File: src/rtl/multicycle_control_if.sv
// multicycle_control_if: bundle between the multicycle controller and the
// datapath (cache handshakes in, enables/mux selects/counters out).
// master = controller side, slave = datapath side.
interface multicycle_control_if #(
    parameter int CNT_W = 32
);
    logic [31:0]      instr;
    logic             ihit;
    logic             dhit;
    logic             zero;
    logic [2:0]       state;
    logic             iren;
    logic             ir_en;
    logic             dren;
    logic             dwen;
    logic             reg_wr;
    logic [1:0]       regdst;
    logic [1:0]       wsel;
    logic [3:0]       alu_op;
    logic             alu_src_imm;
    logic [31:0]      imm_ext;
    logic             pc_en;
    logic [1:0]       pc_sel;
    logic             halt;
    logic             fault;
    logic [CNT_W-1:0] cycle_cnt;
    logic [CNT_W-1:0] instr_cnt;

    modport master (
        input  instr, ihit, dhit, zero,
        output state, iren, ir_en, dren, dwen, reg_wr, regdst, wsel,
               alu_op, alu_src_imm, imm_ext, pc_en, pc_sel, halt, fault,
               cycle_cnt, instr_cnt
    );

    modport slave (
        output instr, ihit, dhit, zero,
        input  state, iren, ir_en, dren, dwen, reg_wr, regdst, wsel,
               alu_op, alu_src_imm, imm_ext, pc_en, pc_sel, halt, fault,
               cycle_cnt, instr_cnt
    );
endinterface

File: src/rtl/multicycle_control.sv
// multicycle_control: MIPS multicycle sequencer FETCH/DECODE/EXEC/MEM/WB
// with a memory-wait watchdog. Outputs are combinational from state + IR and
// forced to 0 while RST is high.
// Optional: define MC_PERF_CNT_EN to build the cycle/instruction counters.
// ALU op encoding: SLL=0 SRL=1 ADD=2 SUB=3 AND=4 OR=5 XOR=6 NOR=7 SLT=8 SLTU=9.
module multicycle_control #(
    parameter int WAIT_MAX = 255,
    parameter int CNT_W    = 32
) (
    input  logic                 CLK,
    input  logic                 RST,
    multicycle_control_if.master bus
);
    typedef enum logic [2:0] {
        S_FETCH = 3'd0, S_DECODE = 3'd1, S_EXEC = 3'd2,
        S_MEM = 3'd3, S_WB = 3'd4, S_HALTED = 3'd5
    } state_t;

    typedef enum logic [3:0] {
        ALU_SLL = 4'd0, ALU_SRL = 4'd1, ALU_ADD = 4'd2, ALU_SUB = 4'd3,
        ALU_AND = 4'd4, ALU_OR = 4'd5, ALU_XOR = 4'd6, ALU_NOR = 4'd7,
        ALU_SLT = 4'd8, ALU_SLTU = 4'd9
    } aluop_t;

    typedef enum logic [3:0] {
        C_NOP, C_RALU, C_IALU, C_LUI, C_LW, C_SW, C_BEQ, C_BNE,
        C_J, C_JAL, C_JR, C_HALT
    } iclass_t;

    localparam int WW = (WAIT_MAX < 2) ? 1 : $clog2(WAIT_MAX + 1);
    localparam logic [WW-1:0] WAIT_LAST = WW'(WAIT_MAX - 1);

    state_t        state_q;
    // Only opcode and the low half of the instruction drive control; the
    // register fields are consumed directly by the datapath.
    logic [5:0]    ir_op_q;
    logic [15:0]   ir_lo_q;
    logic          halt_q;
    logic          fault_q;
    logic [WW-1:0] wait_q;

    iclass_t     cls;
    aluop_t      dec_alu;
    logic        dec_zext;
    logic        dec_shamt;
    logic        dec_imm;
    logic [31:0] imm_val;
    logic        wd_trip;

    // Instruction class, ALU op and immediate form from the latched IR
    always_comb begin
        cls       = C_NOP;
        dec_alu   = ALU_SLL;
        dec_zext  = 1'b0;
        dec_shamt = 1'b0;
        case (ir_op_q)
            6'h00: begin
                cls = C_RALU;
                case (ir_lo_q[5:0])
                    6'h00: begin dec_alu = ALU_SLL; dec_shamt = 1'b1; end
                    6'h02: begin dec_alu = ALU_SRL; dec_shamt = 1'b1; end
                    6'h08: cls = C_JR;
                    6'h20, 6'h21: dec_alu = ALU_ADD;
                    6'h22, 6'h23: dec_alu = ALU_SUB;
                    6'h24: dec_alu = ALU_AND;
                    6'h25: dec_alu = ALU_OR;
                    6'h26: dec_alu = ALU_XOR;
                    6'h27: dec_alu = ALU_NOR;
                    6'h2A: dec_alu = ALU_SLT;
                    6'h2B: dec_alu = ALU_SLTU;
                    default: cls = C_NOP;
                endcase
            end
            6'h08, 6'h09: begin cls = C_IALU; dec_alu = ALU_ADD; end
            6'h0A: begin cls = C_IALU; dec_alu = ALU_SLT; end
            6'h0B: begin cls = C_IALU; dec_alu = ALU_SLTU; end
            6'h0C: begin cls = C_IALU; dec_alu = ALU_AND; dec_zext = 1'b1; end
            6'h0D: begin cls = C_IALU; dec_alu = ALU_OR;  dec_zext = 1'b1; end
            6'h0E: begin cls = C_IALU; dec_alu = ALU_XOR; dec_zext = 1'b1; end
            6'h0F: cls = C_LUI;
            6'h23: begin cls = C_LW; dec_alu = ALU_ADD; end
            6'h2B: begin cls = C_SW; dec_alu = ALU_ADD; end
            6'h04: begin cls = C_BEQ; dec_alu = ALU_SUB; end
            6'h05: begin cls = C_BNE; dec_alu = ALU_SUB; end
            6'h02: cls = C_J;
            6'h03: cls = C_JAL;
            6'h3F: cls = C_HALT;
            default: cls = C_NOP;
        endcase
    end

    // Immediate path is only presented for instructions that consume it
    assign dec_imm = dec_shamt || (cls inside {C_IALU, C_LUI, C_LW, C_SW, C_BEQ, C_BNE});
    assign imm_val = dec_shamt ? {27'b0, ir_lo_q[10:6]} :
                     dec_zext  ? {16'b0, ir_lo_q} :
                                 {{16{ir_lo_q[15]}}, ir_lo_q};

    // Watchdog trips on the WAIT_MAX-th consecutive no-hit cycle
    assign wd_trip = (WAIT_MAX != 0) && (wait_q == WAIT_LAST);

    // Sequencer: state, IR, sticky halt/fault and memory-wait counter
    always_ff @(posedge CLK) begin
        if (RST) begin
            state_q <= S_FETCH;
            ir_op_q <= '0;
            ir_lo_q <= '0;
            halt_q  <= 1'b0;
            fault_q <= 1'b0;
            wait_q  <= '0;
        end else begin
            case (state_q)
                S_FETCH: begin
                    if (bus.ihit) begin
                        ir_op_q <= bus.instr[31:26];
                        ir_lo_q <= bus.instr[15:0];
                        state_q <= S_DECODE;
                        wait_q  <= '0;
                    end else if (wd_trip) begin
                        state_q <= S_HALTED;
                        halt_q  <= 1'b1;
                        fault_q <= 1'b1;
                        wait_q  <= '0;
                    end else begin
                        wait_q <= wait_q + 1'b1;
                    end
                end
                S_DECODE: begin
                    if (cls == C_HALT) begin
                        state_q <= S_HALTED;
                        halt_q  <= 1'b1;
                    end else begin
                        state_q <= S_EXEC;
                    end
                end
                S_EXEC: begin
                    case (cls)
                        C_RALU, C_IALU, C_LUI: state_q <= S_WB;
                        C_LW, C_SW:            state_q <= S_MEM;
                        default:               state_q <= S_FETCH;
                    endcase
                end
                S_MEM: begin
                    if (bus.dhit) begin
                        state_q <= (cls == C_LW) ? S_WB : S_FETCH;
                        wait_q  <= '0;
                    end else if (wd_trip) begin
                        state_q <= S_HALTED;
                        halt_q  <= 1'b1;
                        fault_q <= 1'b1;
                        wait_q  <= '0;
                    end else begin
                        wait_q <= wait_q + 1'b1;
                    end
                end
                S_WB:     state_q <= S_FETCH;
                S_HALTED: state_q <= S_HALTED;
                default:  state_q <= S_FETCH;
            endcase
        end
    end

    logic        iren_c, ir_en_c, dren_c, dwen_c, reg_wr_c, src_c, pc_en_c;
    logic [1:0]  regdst_c, wsel_c, pc_sel_c;
    logic [3:0]  alu_c;
    logic [31:0] imm_c;

    // Per-state control decode; anything not set here stays 0
    always_comb begin
        iren_c   = 1'b0;
        ir_en_c  = 1'b0;
        dren_c   = 1'b0;
        dwen_c   = 1'b0;
        reg_wr_c = 1'b0;
        regdst_c = 2'd0;
        wsel_c   = 2'd0;
        alu_c    = 4'd0;
        src_c    = 1'b0;
        imm_c    = 32'd0;
        pc_en_c  = 1'b0;
        pc_sel_c = 2'd0;
        if (state_q inside {S_EXEC, S_MEM, S_WB}) begin
            alu_c = dec_alu;
            src_c = (cls inside {C_IALU, C_LW, C_SW});
            imm_c = dec_imm ? imm_val : 32'd0;
        end
        case (state_q)
            S_FETCH: begin
                iren_c  = 1'b1;
                ir_en_c = bus.ihit;
            end
            S_EXEC: begin
                case (cls)
                    C_BEQ: begin pc_en_c = 1'b1; pc_sel_c = bus.zero ? 2'd1 : 2'd0; end
                    C_BNE: begin pc_en_c = 1'b1; pc_sel_c = bus.zero ? 2'd0 : 2'd1; end
                    C_J:   begin pc_en_c = 1'b1; pc_sel_c = 2'd2; end
                    C_JAL: begin
                        pc_en_c  = 1'b1;
                        pc_sel_c = 2'd2;
                        reg_wr_c = 1'b1;
                        regdst_c = 2'd2;
                        wsel_c   = 2'd2;
                    end
                    C_JR:  begin pc_en_c = 1'b1; pc_sel_c = 2'd3; end
                    C_NOP: pc_en_c = 1'b1;
                    default: ;
                endcase
            end
            S_MEM: begin
                dren_c  = (cls == C_LW);
                dwen_c  = (cls == C_SW);
                pc_en_c = (cls == C_SW) && bus.dhit;
            end
            S_WB: begin
                reg_wr_c = 1'b1;
                pc_en_c  = 1'b1;
                regdst_c = (cls == C_RALU) ? 2'd1 : 2'd0;
                wsel_c   = (cls == C_LW) ? 2'd1 : (cls == C_LUI) ? 2'd3 : 2'd0;
            end
            default: ;
        endcase
    end

    logic [CNT_W-1:0] cycle_cnt_c, instr_cnt_c;

`ifdef MC_PERF_CNT_EN
    logic [CNT_W-1:0] cycle_cnt_q, instr_cnt_q;

    // Cycles until HALTED; retired instructions = PC updates + HALT decode
    always_ff @(posedge CLK) begin
        if (RST) begin
            cycle_cnt_q <= '0;
            instr_cnt_q <= '0;
        end else begin
            if (state_q != S_HALTED)
                cycle_cnt_q <= cycle_cnt_q + 1'b1;
            if (pc_en_c || (state_q == S_DECODE && cls == C_HALT))
                instr_cnt_q <= instr_cnt_q + 1'b1;
        end
    end

    assign cycle_cnt_c = cycle_cnt_q;
    assign instr_cnt_c = instr_cnt_q;
`else
    assign cycle_cnt_c = '0;
    assign instr_cnt_c = '0;
`endif

    // Everything is held at 0 while reset is asserted
    assign bus.state       = RST ? 3'd0 : state_q;
    assign bus.iren        = iren_c   & ~RST;
    assign bus.ir_en       = ir_en_c  & ~RST;
    assign bus.dren        = dren_c   & ~RST;
    assign bus.dwen        = dwen_c   & ~RST;
    assign bus.reg_wr      = reg_wr_c & ~RST;
    assign bus.regdst      = RST ? 2'd0 : regdst_c;
    assign bus.wsel        = RST ? 2'd0 : wsel_c;
    assign bus.alu_op      = RST ? 4'd0 : alu_c;
    assign bus.alu_src_imm = src_c    & ~RST;
    assign bus.imm_ext     = RST ? 32'd0 : imm_c;
    assign bus.pc_en       = pc_en_c  & ~RST;
    assign bus.pc_sel      = RST ? 2'd0 : pc_sel_c;
    assign bus.halt        = halt_q   & ~RST;
    assign bus.fault       = fault_q  & ~RST;
    assign bus.cycle_cnt   = RST ? '0 : cycle_cnt_c;
    assign bus.instr_cnt   = RST ? '0 : instr_cnt_c;
endmodule

File: src/flat_wrapper.sv
// flat-port wrapper written by rule: the top's interface ports become plain ports
module multicycle_control_flat 
#(
    parameter int WAIT_MAX = 255,
    parameter int CNT_W    = 32
)
  (CLK, RST, bus_instr, bus_ihit, bus_dhit, bus_zero, bus_state, bus_iren, bus_ir_en, bus_dren, bus_dwen, bus_reg_wr, bus_regdst, bus_wsel, bus_alu_op, bus_alu_src_imm, bus_imm_ext, bus_pc_en, bus_pc_sel, bus_halt, bus_fault, bus_cycle_cnt, bus_instr_cnt);
  multicycle_control_if #(.CNT_W(CNT_W)) bus_i ();
  input  logic CLK;
  input  logic RST;
  input wire logic [$bits(bus_i.instr)-1:0] bus_instr;
  input wire logic [$bits(bus_i.ihit)-1:0] bus_ihit;
  input wire logic [$bits(bus_i.dhit)-1:0] bus_dhit;
  input wire logic [$bits(bus_i.zero)-1:0] bus_zero;
  output wire logic [$bits(bus_i.state)-1:0] bus_state;
  output wire logic [$bits(bus_i.iren)-1:0] bus_iren;
  output wire logic [$bits(bus_i.ir_en)-1:0] bus_ir_en;
  output wire logic [$bits(bus_i.dren)-1:0] bus_dren;
  output wire logic [$bits(bus_i.dwen)-1:0] bus_dwen;
  output wire logic [$bits(bus_i.reg_wr)-1:0] bus_reg_wr;
  output wire logic [$bits(bus_i.regdst)-1:0] bus_regdst;
  output wire logic [$bits(bus_i.wsel)-1:0] bus_wsel;
  output wire logic [$bits(bus_i.alu_op)-1:0] bus_alu_op;
  output wire logic [$bits(bus_i.alu_src_imm)-1:0] bus_alu_src_imm;
  output wire logic [$bits(bus_i.imm_ext)-1:0] bus_imm_ext;
  output wire logic [$bits(bus_i.pc_en)-1:0] bus_pc_en;
  output wire logic [$bits(bus_i.pc_sel)-1:0] bus_pc_sel;
  output wire logic [$bits(bus_i.halt)-1:0] bus_halt;
  output wire logic [$bits(bus_i.fault)-1:0] bus_fault;
  output wire logic [$bits(bus_i.cycle_cnt)-1:0] bus_cycle_cnt;
  output wire logic [$bits(bus_i.instr_cnt)-1:0] bus_instr_cnt;
  assign bus_i.instr = bus_instr;
  assign bus_i.ihit = bus_ihit;
  assign bus_i.dhit = bus_dhit;
  assign bus_i.zero = bus_zero;
  assign bus_state = bus_i.state;
  assign bus_iren = bus_i.iren;
  assign bus_ir_en = bus_i.ir_en;
  assign bus_dren = bus_i.dren;
  assign bus_dwen = bus_i.dwen;
  assign bus_reg_wr = bus_i.reg_wr;
  assign bus_regdst = bus_i.regdst;
  assign bus_wsel = bus_i.wsel;
  assign bus_alu_op = bus_i.alu_op;
  assign bus_alu_src_imm = bus_i.alu_src_imm;
  assign bus_imm_ext = bus_i.imm_ext;
  assign bus_pc_en = bus_i.pc_en;
  assign bus_pc_sel = bus_i.pc_sel;
  assign bus_halt = bus_i.halt;
  assign bus_fault = bus_i.fault;
  assign bus_cycle_cnt = bus_i.cycle_cnt;
  assign bus_instr_cnt = bus_i.instr_cnt;
  multicycle_control #(.WAIT_MAX(WAIT_MAX), .CNT_W(CNT_W)) u_core (.CLK(CLK), .RST(RST), .bus(bus_i));
endmodule
File: config.mk
export PLATFORM = sky130hd
export DESIGN_NAME = multicycle_control_flat
export DESIGN_NICKNAME = d
export VERILOG_FILES = /design/src/rtl/multicycle_control_if.sv /design/src/rtl/multicycle_control.sv /design/src/flat_wrapper.sv
export SDC_FILE = /design/constraint.sdc
export NUM_CORES = 1
export LEC_CHECK = 0
export ABC_AREA = 0
export CORE_MARGIN = 8
export CORE_UTILIZATION = 60
export DETAILED_ROUTE_END_ITERATION = 8
export DONT_BUFFER_PORTS = 1
export PLACE_DENSITY = 0.76
export SYNTH_ARGS = -nofsm -noshare
export SYNTH_HDL_FRONTEND = slang
export SYNTH_SLANG_ARGS = --single-unit
File: constraint.sdc
create_clock -name CLK -period 3.9 [get_ports CLK]
set_input_delay 0.39 -clock CLK [delete_from_list [all_inputs] [get_ports CLK]]
set_output_delay 0.39 -clock CLK [all_outputs]
set_load 0.005 [all_outputs]
==> impl_metrics.py <==
metrics = {
    "outcome": {
        "status": "finished, final reports clean",
    },
    "power_and_ir_drop": {
        "p_seq_frac": 0.501,
        "ir_drop_mv": 0.243,
        "netSwitchingPower_mw": 0.263,
        "switching_share": 0.318,
        "clkPwrFrac": 0.303,
        "power.leakage_nw": 1.02,
        "p_int_mw": 0.563,
        "comb_power_share": 0.197,
        "cellPowerDensity_nw_per_um2": 321,
        "p_total_mw": 0.826,
    },
    "die": {
        "core_um2": 4660,
        "dieArea_um2": 7260,
        "initial_core_util": 0.616,
        "dieHeight_um": 85.2,
        "num_rows": 25,
        "io_pins": 155,
        "die_x_um": 85.2,
    },
    "drt": {
        "routed_via_density": 5.42,
        "drt-pass1-iter-count": 4,
        "drt_wl_total_um": 6570,
        "drc_errors": 0,
        "drt_iter0_markers": 214,
        "drt.antenna.violating_nets": 0,
        "wl_per_cell_um": 15.3,
        "vias": 2325,
    },
    "global_routing": {
        "overflow": 0,
        "grt_usage": 0.178,
        "grt_max_degree": 34,
        "antenna_found_initial": 0,
        "grt_pass1_vias": 2194,
        "grt_pass1_wl_um": 10700,
    },
    "clock_network": {
        "cts_root_buffer": "clkbuf_8",
        "cts_hold_buf": 0,
        "worstSkewPairLatency_ps": 290,
        "clock_sinks": 35,
        "cts_buffer_depth": 2,
        "numCtsBuffers": 5,
        "cts_tree": "yes",
        "cts-htree-levels": 2,
        "cts_resized": 0,
        "cts_setup_buffers": 0,
        "cts.reportedPaths.clkPinSlew_ps": 70,
    },
    "place": {
        "dpl.hpwl_um": 5060,
        "portBuffers": 0,
        "placed_cell_area_um2": 2490,
        "globalplace.congestion": 0.865,
        "dp_slack_ps": 1290,
    },
    "yosys": {
        "synth_area_leaders": "dfxtp_1, buf_4, nand2_1, a21oi_1, nor2_1",
        "synthDominantCellAreaShare": 0.244,
        "ys_ff_latch": 35,
        "ys_warn_count": 0,
        "synth-main-ff-cell": "dfxtp_1",
        "synth_most_common_cell": "buf_4",
        "syn_inst": 405,
        "synth-edff-count": 0,
        "avgSynthCellArea_um2": 7.09,
        "netlist_area_um2": 2870,
        "synth_top_cell_by_area": "dfxtp_1",
        "seq_area_frac_synth": 0.244,
        "synthArstFlopShare": 0,
        "synthDistinctLibCells": 57,
        "synth_common_cells": "buf_4, nand2_1, nor2_1",
    },
    "layout": {
        "num_antenna_cells": 0,
        "layout.nets": 413,
        "postLayoutCellArea_um2": 2570,
        "syn_to_final_growth_pct": -10.5,
        "drive_gt1_frac": 0.0507,
        "fillers": 455,
    },
    "timing": {
        "tightest_slew_ps": 1010,
        "rsz0062_at_grt": "false",
        "slew_headroom": 0.326,
        "fin_crit_sh": 0.748,
        "setup_ws_ps": 984,
        "slew_viol_final": 0,
        "clock.fmax_mhz": 343,
        "setup_viol": 0,
        "clock_skew_ps": 6.29,
        "fin_crit_ps": 2920,
        "hold_violations": 0,
        "fin_setup_tns_ps": 0,
    },
    "critical_path": {
        "cp-endpoint": "bus_imm_ext[30]",
        "ff2ff_path_depth": 5,
        "end_kind": "primary output",
        "cp-start-kind": "flop",
        "crit_start": "u_core.ir_op_q[2]",
        "timing.rr.start": "u_core.ir_op_q[2]",
        "r2r_slack_ps": 1860,
        "r2r_end": "u_core.state_q[0]",
        "setup.worst_path.class": "flop to primary output",
        "critPathArrivalTime_ps": 2530,
        "required_ps": 3510,
        "cp_max_fo": 18,
    },
    "min_path": {
        "hold_class": "input pin to flop",
    },
    "job": {
        "cap_violations": 0,
    },
}
-- final cells by class --
type	instances	area (um2)	share of cell area
Clock buffer	7	76.3	0.0297
Tap cell	54	67.6	0.0263
Multi-Input combinational cell	322	1670	0.652
Clock inverter	1	5.00	0.00195
Inverter	8	30.0	0.0117
Timing Repair Buffer	2	15.0	0.00585
Sequential cell	35	701	0.273
-- how the worst min path moves through the flow --
stage                                  start                  to  slack [ps]  cells after the start
after detailed placement  u_core.ir_lo_q[11]  u_core.ir_lo_q[11]         440                      2
after global routing                     RST   u_core.ir_lo_q[0]         160                      1
after CTS                                RST  u_core.ir_lo_q[12]         160                      1
final                                    RST   u_core.ir_op_q[3]         170                      1
after floorplan           u_core.ir_lo_q[11]  u_core.ir_lo_q[11]         430                      2
after global placement    u_core.ir_lo_q[11]  u_core.ir_lo_q[11]         430                      2
-- cells in the final DEF, fill, tap and decap left out, types with 4 or more instances in the layout --
cell      netlist  final
conb_1          1     64
nand2_1        59     59
nor2_1         44     44
dfxtp_1        35     35
a21oi_1        34     34
and2_1         11     11
inv_1           8      8
nor3_1          8      8
nor2b_1         7      7
xnor2_1         6      6
nand4_1         6      6
nand3_1         6      6
and3_1          5      5
a31oi_1         5      5
a22oi_1         5      5
clkbuf_8        0      5
nand2b_1        4      4
o21ai_0         4      4
xor2_1          4      4
-- through the flow --
| step | hold WS [ps] | utilization | std cells |
|---|---|---|---|
| detailed placement | 436 | 0.534 | 421 |
| floorplan | 432 | - | 468 |
| global placement | 432 | 0.534 | 421 |
| global route | 161 | 0.551 | 429 |
| CTS | 159 | 0.551 | 429 |
| finish | 173 | 0.551 | 429 |
-- critical path: stages (launching register included) --
cell and delay, ps:
dfxtp_1 690, and2b_1 220, nor2_1 70, o21a_1 200, nor2_1 310, nor2b_1 230
and3_1 240, buf_4 270
-- flip-flops by register name (all words and copies together), names as in the netlist --
name and flops:
u_core.state_q 3, u_core.halt_q 1, u_core.ir_op_q 6, u_core.ir_lo_q 16, u_core.fault_q 1, u_core.wait_q 8
-- power groups by stage --
stage	Clock, mW	Combinational (mW)	Sequential, mW
floorplan	0	0.211	0.396
global placement	0	0.156	0.419
detailed placement	0	0.159	0.421
CTS	0.259	0.160	0.413
global route	0.267	0.187	0.419
finish	0.250	0.163	0.413
-- kinds of logic after synthesis --
logic type | count (synthesis) | share of synthesized area
other | 1 | 0.00131
muxes | 3 | 0.0148
DFF | 35 | 0.244
and+or+nand+nor | 172 | 0.291
xor gates and xnor gates | 10 | 0.0305
buffers and inverters | 111 | 0.255
AOI/OAI and AO/OA | 71 | 0.154
adders and majority gates | 2 | 0.00871
-- metal layers --
layer | track usage | routed length (um) | vias up
li1 | - | - | 1152
met1 | 0.191 | 2630 | 1055
met2 | 0.289 | 2970 | 106
met3 | 0.0888 | 856 | 12
met4 | 0.0744 | 126 | 0
met5 | 0 | 0 | -
(Power assumes the default switching activity.)
